### src/rtl/memory_arbiter.sv
// Two-port round-robin arbiter/sequencer in front of a single-port memory with registered read.
// Define MEM_ARB_STATS_EN to add the saturating grant counters cnt_a/cnt_b.
module memory_arbiter #(
   parameter int N     = 8,
   parameter int CNT_W = 16
) (
   input  logic         clk,
   input  logic         rst,
   input  logic         req_a,
   input  logic         we_a,
   input  logic [N-1:0] addr_a,
   input  logic [N-1:0] wdata_a,
   output logic         gnt_a,
   output logic         rvalid_a,
   output logic [N-1:0] rdata_a,
   input  logic         req_b,
   input  logic         we_b,
   input  logic [N-1:0] addr_b,
   input  logic [N-1:0] wdata_b,
   output logic         gnt_b,
   output logic         rvalid_b,
   output logic [N-1:0] rdata_b,
   output logic         mem_we,
   output logic [N-1:0] mem_addr,
   output logic [N-1:0] mem_write,
   input  logic [N-1:0] mem_read
`ifdef MEM_ARB_STATS_EN
   ,
   output logic [CNT_W-1:0] cnt_a,
   output logic [CNT_W-1:0] cnt_b
`endif
);

   typedef enum logic [1:0] {IDLE, ISSUE, WAIT, RESP} state_t;

   state_t state;
   logic   cmd_we;
   logic   owner;   // 0 = port A, 1 = port B
   logic   rr_ptr;  // port that wins a tie
   logic   win;

   assign win = (req_a && req_b) ? rr_ptr : req_b;

   // mem_addr/mem_write double as the latched command address and data:
   // they are loaded once per transaction and hold outside ISSUE.
   always_ff @(posedge clk or negedge rst) begin
      if (!rst) begin
         state     <= IDLE;
         cmd_we    <= 1'b0;
         owner     <= 1'b0;
         rr_ptr    <= 1'b0;
         gnt_a     <= 1'b0;
         gnt_b     <= 1'b0;
         rvalid_a  <= 1'b0;
         rvalid_b  <= 1'b0;
         rdata_a   <= '0;
         rdata_b   <= '0;
         mem_we    <= 1'b0;
         mem_addr  <= '0;
         mem_write <= '0;
      end else begin
         gnt_a    <= 1'b0;
         gnt_b    <= 1'b0;
         rvalid_a <= 1'b0;
         rvalid_b <= 1'b0;
         mem_we   <= 1'b0;
         case (state)
            IDLE: begin
               if (req_a || req_b) begin
                  owner     <= win;
                  cmd_we    <= win ? we_b : we_a;
                  mem_we    <= win ? we_b : we_a;
                  mem_addr  <= win ? addr_b : addr_a;
                  mem_write <= win ? wdata_b : wdata_a;
                  gnt_a     <= ~win;
                  gnt_b     <= win;
                  state     <= ISSUE;
               end
            end
            ISSUE: begin
               rr_ptr <= ~owner;
               state  <= cmd_we ? IDLE : WAIT;
            end
            WAIT: begin
               // memory returns data for the address issued in the previous cycle
               if (owner) begin
                  rdata_b  <= mem_read;
                  rvalid_b <= 1'b1;
               end else begin
                  rdata_a  <= mem_read;
                  rvalid_a <= 1'b1;
               end
               state <= RESP;
            end
            RESP: state <= IDLE;
            default: state <= IDLE;
         endcase
      end
   end

`ifdef MEM_ARB_STATS_EN
   always_ff @(posedge clk or negedge rst) begin
      if (!rst) begin
         cnt_a <= '0;
         cnt_b <= '0;
      end else begin
         if (gnt_a && (cnt_a != {CNT_W{1'b1}})) cnt_a <= cnt_a + CNT_W'(1);
         if (gnt_b && (cnt_b != {CNT_W{1'b1}})) cnt_b <= cnt_b + CNT_W'(1);
      end
   end
`else
   logic [CNT_W-1:0] unused_cnt_w;
   assign unused_cnt_w = '0;
`endif

endmodule

### config.mk
export PLATFORM = sky130hd
export DESIGN_NAME = memory_arbiter
export DESIGN_NICKNAME = d
export VERILOG_FILES = /design/src/rtl/memory_arbiter.sv
export SDC_FILE = /design/constraint.sdc
export NUM_CORES = 1
export LEC_CHECK = 0
export ABC_AREA = 0
export BUFFER_PORTS_ARGS = -buffer_cell sky130_fd_sc_hd__buf_2
export CORE_ASPECT_RATIO = 1.2
export CORE_MARGIN = 2
export CORE_UTILIZATION = 49
export CTS_CLUSTER_DIAMETER = 80
export DETAILED_ROUTE_END_ITERATION = 10
export HOLD_SLACK_MARGIN = 0.06
export PLACE_DENSITY_LB_ADDON = 0.2
export SLEW_MARGIN = 10
export SYNTH_ARGS = -nofsm -noshare
export SYNTH_HDL_FRONTEND = slang
export SYNTH_SLANG_ARGS = --single-unit
### constraint.sdc
create_clock -name clk -period 3.3 [get_ports clk]
set_input_delay 0.66 -clock clk [delete_from_list [all_inputs] [get_ports clk]]
set_output_delay 0.66 -clock clk [all_outputs]
set_load 0.05 [all_outputs]
==> results.toml, run 1 <==
[floorplan]
fp.dieH_um = 70.4
die_area_um2 = 4170
io_pins = 83
core-area_um2 = 3570
rows = 24
initial_core_util_pct = 50.3
die_w_um = 59.3

[layout]
design_area_um2 = 2290
synthToLayoutAreaGrowth_pct = 27.1
fill_cells = 322
utilization_pct = 64.0
layout.nets = 284
diodes = 0
drive_above_1_share_pct = 46.0

[detailed_routing]
dr_total_vias = 1554
vias_per_cell = 5.59
wl_per_cell_um = 14.4
drt_iter0_drc = 50
route.detailed.drc = 0
dr.pass1.iters = 4
routed_wl_um = 3990
postRouteAntennaNets = 0

[timing]
period_minus_slack_ps = 1680
finalHoldViolations = 0
worst_pin_slew_ps = 902
setup-violations-final = 0
rsz0062_at_grt = "false"
slew_headroom_pct = 39.9
period_share_pct = 50.8
fin_setup_tns_ps = 0
skew_ps = 6.55
drv_slew = 0
clock.fmax_mhz = 597

[cts]
root_buffer = "clkbuf_8"
clk_pin_slew_worst_paths_ps = 80
clk_path_buf_depth = 2
cts_tree = "yes"
cts_resized = 0
htree_num_levels = 2
clkSinkCount = 42
cts_buffers = 5
worstSkewPairLatency_ps = 290
hold_buffers = 0
cts_setup_buffers = 0

[synth]
async_flop_share_pct = 100
synth-seq-area-share_pct = 58.5
syn_nets = 205
synth.most_common_cell = "dfrtp_1"
syn_inst = 159
synth_top_cell_by_area = "dfrtp_1"
synth-edff-count = 0
synth_commonest_cells = "dfrtp_1, a21oi_1, o21ai_0"
yosysUniqueCellTypes = 22
synth.avg_cell_area_um2 = 11.3
synth_ff_type = "dfrtp_1"
synth_area_leaders = "dfrtp_1, mux2_2, a31oi_1, a21oi_1, o21ai_0"
synthDominantCellAreaShare_pct = 58.5
yosys_warnings = 0
ys_seq_elements = 42
synth_area_um2 = 1800

[power_and_ir_drop]
power_density_nw_per_um2 = 1190
peakVddDrop_v = 0.000539
power_mw = 2.72
p_leak_nw = 1.11

[job]
max_cap_violations = 0

[critical_path]
critPathCaptureType = "flip-flop"
path_class = "in -> reg"
cp_cell_sequence = "buf_2 -> or2_1 -> and2_1 -> a31oi_1"
required_ps = 3440
startpoint_type = "input pin"
worst-endpoint-arrival_ps = 1820
critPathSlowestCell = "and2_1"
cp_max_fo = 21
r2r_cells = 4
max_stage_delay_ps = 500

[run_status]
outcome = "complete, no violations"

[global_routing]
grtUsageTotal_pct = 20.4
grt_pass1_wl_um = 6490
grt_max_degree = 43
grt_pass1_vias = 1382
gr-total-overflow = 0
antenna_found_initial = 0

[place]
hpwl_um = 2740
dpl_cell_area_um2 = 2190
gp_congestion = 0.712
port_buffers = 82

[worst_hold_path]
hold_path_depth = 1
hold_path.class = "reg -> reg"
==> registers in the layout, summed over array words and instances, names as in the netlist, named ones only <==
signal     cells
owner          1
gnt_b          1
mem_addr       8
rvalid_b       1
mem_write      8
rdata_a        8
gnt_a          1
rdata_b        8
cmd_we         1
rr_ptr         1
mem_we         1
state          1
rvalid_a       1
==> cell families after synthesis <==
logic type      Yosys count  synth area share (%)
compound gates           56                  16.9
buf+inv                  14                  4.73
simple gates             31                  9.88
flops                    42                  58.5
mux                      16                  10.0
==> critical path: cells and delay by family <==
kind                   cells  cell delay, ps
buffers and inverters      1             310
and+or+nand+nor            2             680
AOI/OAI and AO/OA          1             160
==> cells in the final DEF (no fill, tap or decap), drive strengths merged, types with 2 or more instances in the layout <==
cell type and instances:
inv 2, a21oi 19, mux2 16, dfrtp 42, clkbuf 7, nand2 2
a31oi 17, buf 84, nand2b 3, nor2 4, nand3 17, o21ai 19
==> stage by stage <==
stage               cells  hold slack [ps]  setup WS, ps
floorplan             159              364          1810
global placement      270              451          1350
detailed placement    270              483          1290
CTS                   278              497          1600
global route          278              515          1450
finish                278              489          1620
==> layout make-up <==
| class | count | area (µm²) | share of cell area, % |
|---|---|---|---|
| Multi-Input combinational cell | 103 | 662 | 29.0 |
| Inverter | 2 | 7.51 | 0.328 |
| Tap cell | 39 | 48.8 | 2.13 |
| Sequential cell | 42 | 1050 | 46.0 |
| Clock inverter | 1 | 5.00 | 0.219 |
| Timing Repair Buffer | 84 | 425 | 18.6 |
| Clock buffer | 7 | 86.3 | 3.78 |
==> power breakdown <==
part	leakage [nW]	internal (mW)	switching, mW
logic	0.566	0.386	1.11
clock network	0.0482	0.169	0.166
registers	0.494	0.759	0.131
total	1.11	1.31	1.40
==> metal layers <==
metal  up-vias  global-route usage [%]  part of all wire, %
met3         4                    5.19                  7.4
met1       744                    26.1                   41
met4         0                    6.06                 0.88
li1        735                       -                    -
met2        71                    33.5                   51
met5         -                       0                    0
==> path summary, 6_finish.rpt <==
path / to / slack [ps] / startpoint
min in group asynchronous: owner / 500 / rst
min: flip-flop / 490 / cmd_we
max reg2reg: mem_addr[3] / 1660 / flip-flop
max in group asynchronous: rr_ptr / 2240 / rst
min reg2reg: flip-flop / 490 / cmd_we
max: mem_addr[3] / 1620 / req_b
Note: power is estimated with default switching activity, not from simulation.
==> run 2: changes to the inputs <==
CORE_UTILIZATION = 46   (was 49)
clock period = 1.65 ns   (was 3.3 ns; I/O delays follow)
==> run 2 against run 1 <==
  * Register-to-register slack got worse by 1400 ps
  * Final area is 2.7% higher
  * Cell count grew 6.1%
  * Non-clock buffer count is 4 higher
  * Combinational power increased by 100%
  * Largest power group unchanged
==> results.toml, run 2 (synthesized netlist as in run 1, its figures left out) <==
[critical_path]
rr_endpoint = "mem_addr[2]"
worst-endpoint-arrival_ps = 1550
cp_max_fo = 17
critPathCaptureType = "flip-flop"
startpoint_type = "flip-flop"
r2r_setup_slack_ps = 230
required_ps = 1780
r2r_cells = 3
path_class = "reg -> reg"

[power_and_ir_drop]
p_leak_nw = 1.13
p_clk_share_pct = 12.0
power_mw = 5.47
power_density_nw_per_um2 = 2330
intPower_mw = 2.65
seqPwrFrac_pct = 32.6
p_sw_share_pct = 51.7
peakVddDrop_v = 0.00119
net-switching-power_mw = 2.83
power_frac_comb_pct = 55.3

[global_routing]
grt_max_degree = 25
grtUsageTotal_pct = 20.8
gr-total-overflow = 0
grt_pass1_vias = 1492
grt_pass1_wl_um = 6800
antenna_found_initial = 0

[place]
dp_slack_ps = 226
port_buffers = 82
hpwl_um = 3070
gp_congestion = 0.717

[timing]
drv_slew = 0
period_minus_slack_ps = 1420
slew_headroom_pct = 58.9
clock.fmax_mhz = 705
skew_ps = 5.34
worst_pin_slew_ps = 617
rsz0062_at_grt = "false"
fin_setup_tns_ps = 0
period_share_pct = 86.0
finalHoldViolations = 0
fin_ws_ps = 232
setup-violations-final = 0

[floorplan]
io_pins = 83
initial_core_util_pct = 48.7
die_w_um = 61.1
rows = 24
die_area_um2 = 4430
fp.dieH_um = 72.5
core-area_um2 = 3690

[detailed_routing]
route.detailed.drc = 0
routed_wl_um = 4250
dr_total_vias = 1528
drt_iter0_drc = 78
dr.pass1.iters = 4
vias_per_cell = 5.18
postRouteAntennaNets = 0
wl_per_cell_um = 14.4

[cts]
worstSkewPairLatency_ps = 280
clkSinkCount = 42
cts_tree = "yes"
cts_resized = 0
clk_path_buf_depth = 2
htree_num_levels = 2
cts_buffers = 5
clk_pin_slew_worst_paths_ps = 80
root_buffer = "clkbuf_8"

[layout]
diodes = 0
layout.nets = 288
synthToLayoutAreaGrowth_pct = 30.5
multi_input_area_um2 = 662
final_cell_mix = "buf_2, dfrtp_1, a21oi_1"
mostFrequentLayoutCell = "buf_2"
drive_above_1_share_pct = 46.5
fill_cells = 347
register_area_um2 = 1050

[worst_hold_path]
min_from = "req_b"
min_to = "gnt_a"
hold_path_depth = 2
hold_path.class = "in -> reg"

[job]
max_cap_violations = 0

[run_status]
outcome = "complete, no violations"
[run 2: cell types whose count changed in the layout (fill, tap and decap cells not counted)]
cell	change
dlygate4sd3_1	+1
buf_4	+2
buf_12	+1
[run 2: metrics by stage]
step                hold WS, ps  cells  util [%]  cell area [µm²]
global placement            298    286      60.8             2250
floorplan                  34.4    159         -             1800
global route                275    295      63.6             2350
detailed placement          302    286      60.8             2250
CTS                         279    295      63.6             2350
finish                      287    295      63.6             2350
[run 2: area by class of cell]
| class | count | share of cell area, % |
|---|---|---|
| Sequential cell | 42 | 44.8 |
| Multi-Input combinational cell | 103 | 28.2 |
| Clock buffer | 7 | 3.68 |
| Inverter | 2 | 0.320 |
| Tap cell | 52 | 2.77 |
| Clock inverter | 1 | 0.213 |
| Timing Repair Buffer | 88 | 20.0 |
[run 2: layer usage]
| layer | track usage [%] | up-vias | wire length [µm] |
|---|---|---|---|
| li1 | - | 744 | - |
| met1 | 26.8 | 715 | 1760 |
| met2 | 33.1 | 65 | 2180 |
| met3 | 4.10 | 4 | 262 |
| met4 | 9.42 | 0 | 58 |
| met5 | 0 | - | 0 |
[run 2: repair_timing]
action	CTS	global route
hold endpoints to repair	18	0
setup buffers	0	0
hold buffers	1	0
[run 2: critical path, stage by stage (launching register included)]
cell	delay (ps)
dfrtp_1	420
nor2_1	130
and2_1	540
a31oi_1	170
[run 2: how the worst max path moves through the flow]
stage | cells after the start | slack [ps] | endpoint
3_3_place_gp | 4 | 260 | mem_write[7]
2_1_floorplan | 3 | 420 | rdata_a[0]
6_report | 3 | 230 | mem_addr[2]
4_1_cts | 3 | 230 | mem_addr[2]
5_1_grt | 3 | 110 | mem_addr[2]
3_5_place_dp | 4 | 230 | mem_addr[2]
[run 2: power by group through the flow]
stage                     Sequential, mW  Combinational, mW  Clock, mW
after detailed placement            1.81               3.05          0
after global placement              1.78               3.02          0
final                               1.79               3.03      0.659
after floorplan                     3.30              0.859          0
after global routing                1.86               3.21      0.720
after CTS                           1.79               3.05      0.681
==> run 3: changes to the inputs <==
CORE_UTILIZATION = 41   (was 46)
clock period = 1.2 ns   (was 1.65 ns; I/O delays follow)
==> run 3 against run 2 <==
  * Clock power increased by 67%
  * Maximum frequency increased by 14%
  * Register-to-register slack got worse by 270 ps
  * Clock skew decreased by 2.8 ps
  * Critical path depth decreased by 1
  * The flow now finishes with violations (setup timing)
  * Final area increased by 9.9%
  * Non-clock buffer count increased by 16
  * Sequential power increased by 38%
==> results.toml, run 3 (synthesized netlist as in run 1, its figures left out) <==
[run_status]
outcome = "complete, but fails checks"
violations = "setup timing"

[layout]
mostFrequentLayoutCell = "buf_2"
layout.nets = 304
register_area_um2 = 1050
drive_above_1_share_pct = 51.6
synthToLayoutAreaGrowth_pct = 43.5
utilization_pct = 61.0
diodes = 0
final_cell_mix = "buf_2, dfrtp_1, a21oi_1"
fill_cells = 370
multi_input_area_um2 = 709

[place]
hpwl_um = 3080
gp_congestion = 0.765
port_buffers = 82

[critical_path]
r2r_cells = 2
path_class = "reg -> reg"
required_ps = 1360
r2r_setup_slack_ps = -40
critPathCaptureType = "flip-flop"
worst-endpoint-arrival_ps = 1410
startpoint_type = "flip-flop"
cp_max_fo = 9
timing.rr.start = "state[0]"
rr_endpoint = "rdata_b[5]"

[detailed_routing]
vias_per_cell = 5.01
dr.pass1.iters = 4
postRouteAntennaNets = 0
dr_total_vias = 1574
wl_per_cell_um = 13.4
drt_iter0_drc = 35
route.detailed.drc = 0
routed_wl_um = 4220

[cts]
clkSinkCount = 42
cts_buffers = 5
cts_tree = "yes"
htree_num_levels = 2
clk_pin_slew_worst_paths_ps = 70
root_buffer = "clkbuf_8"
clk_path_buf_depth = 2
worstSkewPairLatency_ps = 280

[worst_hold_path]
hold_path.class = "in -> reg"
min_to = "rdata_a[4]"
min_from = "mem_read[4]"
hold_path_depth = 2

[floorplan]
fp.dieH_um = 76.5
initial_core_util_pct = 42.5
core-area_um2 = 4230
die_area_um2 = 4930
die_w_um = 64.5
rows = 26
io_pins = 83

[power_and_ir_drop]
peakVddDrop_v = 0.00112
power_density_nw_per_um2 = 3170
power_mw = 8.18
p_leak_nw = 1.27

[timing]
rsz0062_at_grt = "true"
setup-violations-final = 16
finalHoldViolations = 0
drv_slew = 0
period_share_pct = 104
clock.fmax_mhz = 805
period_minus_slack_ps = 1240
worst_pin_slew_ps = 260
skew_ps = 2.58
fin_ws_ps = -42.7
slew_headroom_pct = 82.6

[global_routing]
grt_pass1_vias = 1561
grt_max_degree = 43
gr-total-overflow = 0
grtUsageTotal_pct = 17.9
antenna_found_initial = 0
grt_pass1_wl_um = 6960

[job]
max_cap_violations = 0
==> run 3: changes by cell type in the layout (fill, tap and decap cells not counted), sizes merged <==
cell and delta:
clkbuf -1, buf +16, bufinv +1, clkinv -1
==> run 3: worst max path at each step <==
stage | start | to | slack, ps | depth (start not counted)
floorplan | state[0] | rdata_a[0] | -10 | 3
global placement | state[0] | rdata_a[0] | -60 | 3
global route | state[0] | rdata_b[5] | -90 | 2
detailed placement | state[0] | rdata_a[1] | -130 | 3
CTS | state[0] | rdata_b[1] | -50 | 2
finish | state[0] | rdata_b[5] | -40 | 2
==> run 3: where the power goes <==
part | switching [mW] | internal (mW) | total, mW
Sequential | 0.376 | 2.09 | 2.47
Clock | 0.432 | 0.665 | 1.10
Combinational | 3.14 | 1.48 | 4.62
==> run 3: repair_timing <==
item,4_1_cts,5_1_grt
buffers inserted,2,0
setup endpoints to repair,34,33
pin swaps,1,0
hold endpoints to repair,42,0
hold buffers,1,0
gates resized for setup,3,9
==> run 3: worst max-delay path, stage by stage, from the launching register on <==
cell	delay [ps]
dfrtp_1	410
nand3b_2	370
mux2_2	350
==> run 3: layer usage <==
metal	global-route usage, %	wire, µm	part of all wire [%]	vias to the layer above
li1	-	-	-	778
met2	31.0	2200	52	56
met4	5.32	32	0.76	0
met1	21.5	1750	41	736
met5	0	0	0	-
met3	4.73	245	5.8	4
==> run 3: area by class of cell <==
| type | instances | share of cell area, % |
|---|---|---|
| Sequential cell | 42 | 40.8 |
| Clock buffer | 6 | 3.20 |
| Timing Repair Buffer | 104 | 24.3 |
| Tap cell | 56 | 2.72 |
| Multi-Input combinational cell | 103 | 27.5 |
| Clock inverter | 1 | 1.16 |
| Inverter | 2 | 0.291 |
==> run 3: stage by stage <==
stage,worst slack (ps),hold WS [ps],instance area [µm²],cells,setup TNS [ps]
4_1_cts,-49.8,188,2550,314,-686
6_report,-42.7,207,2580,314,-506
3_3_place_gp,-57.0,231,2390,304,-630
3_5_place_dp,-131,231,2390,304,-1530
5_1_grt,-94.0,192,2580,314,-1620
2_1_floorplan,-10.9,-55.6,1810,159,-87.2
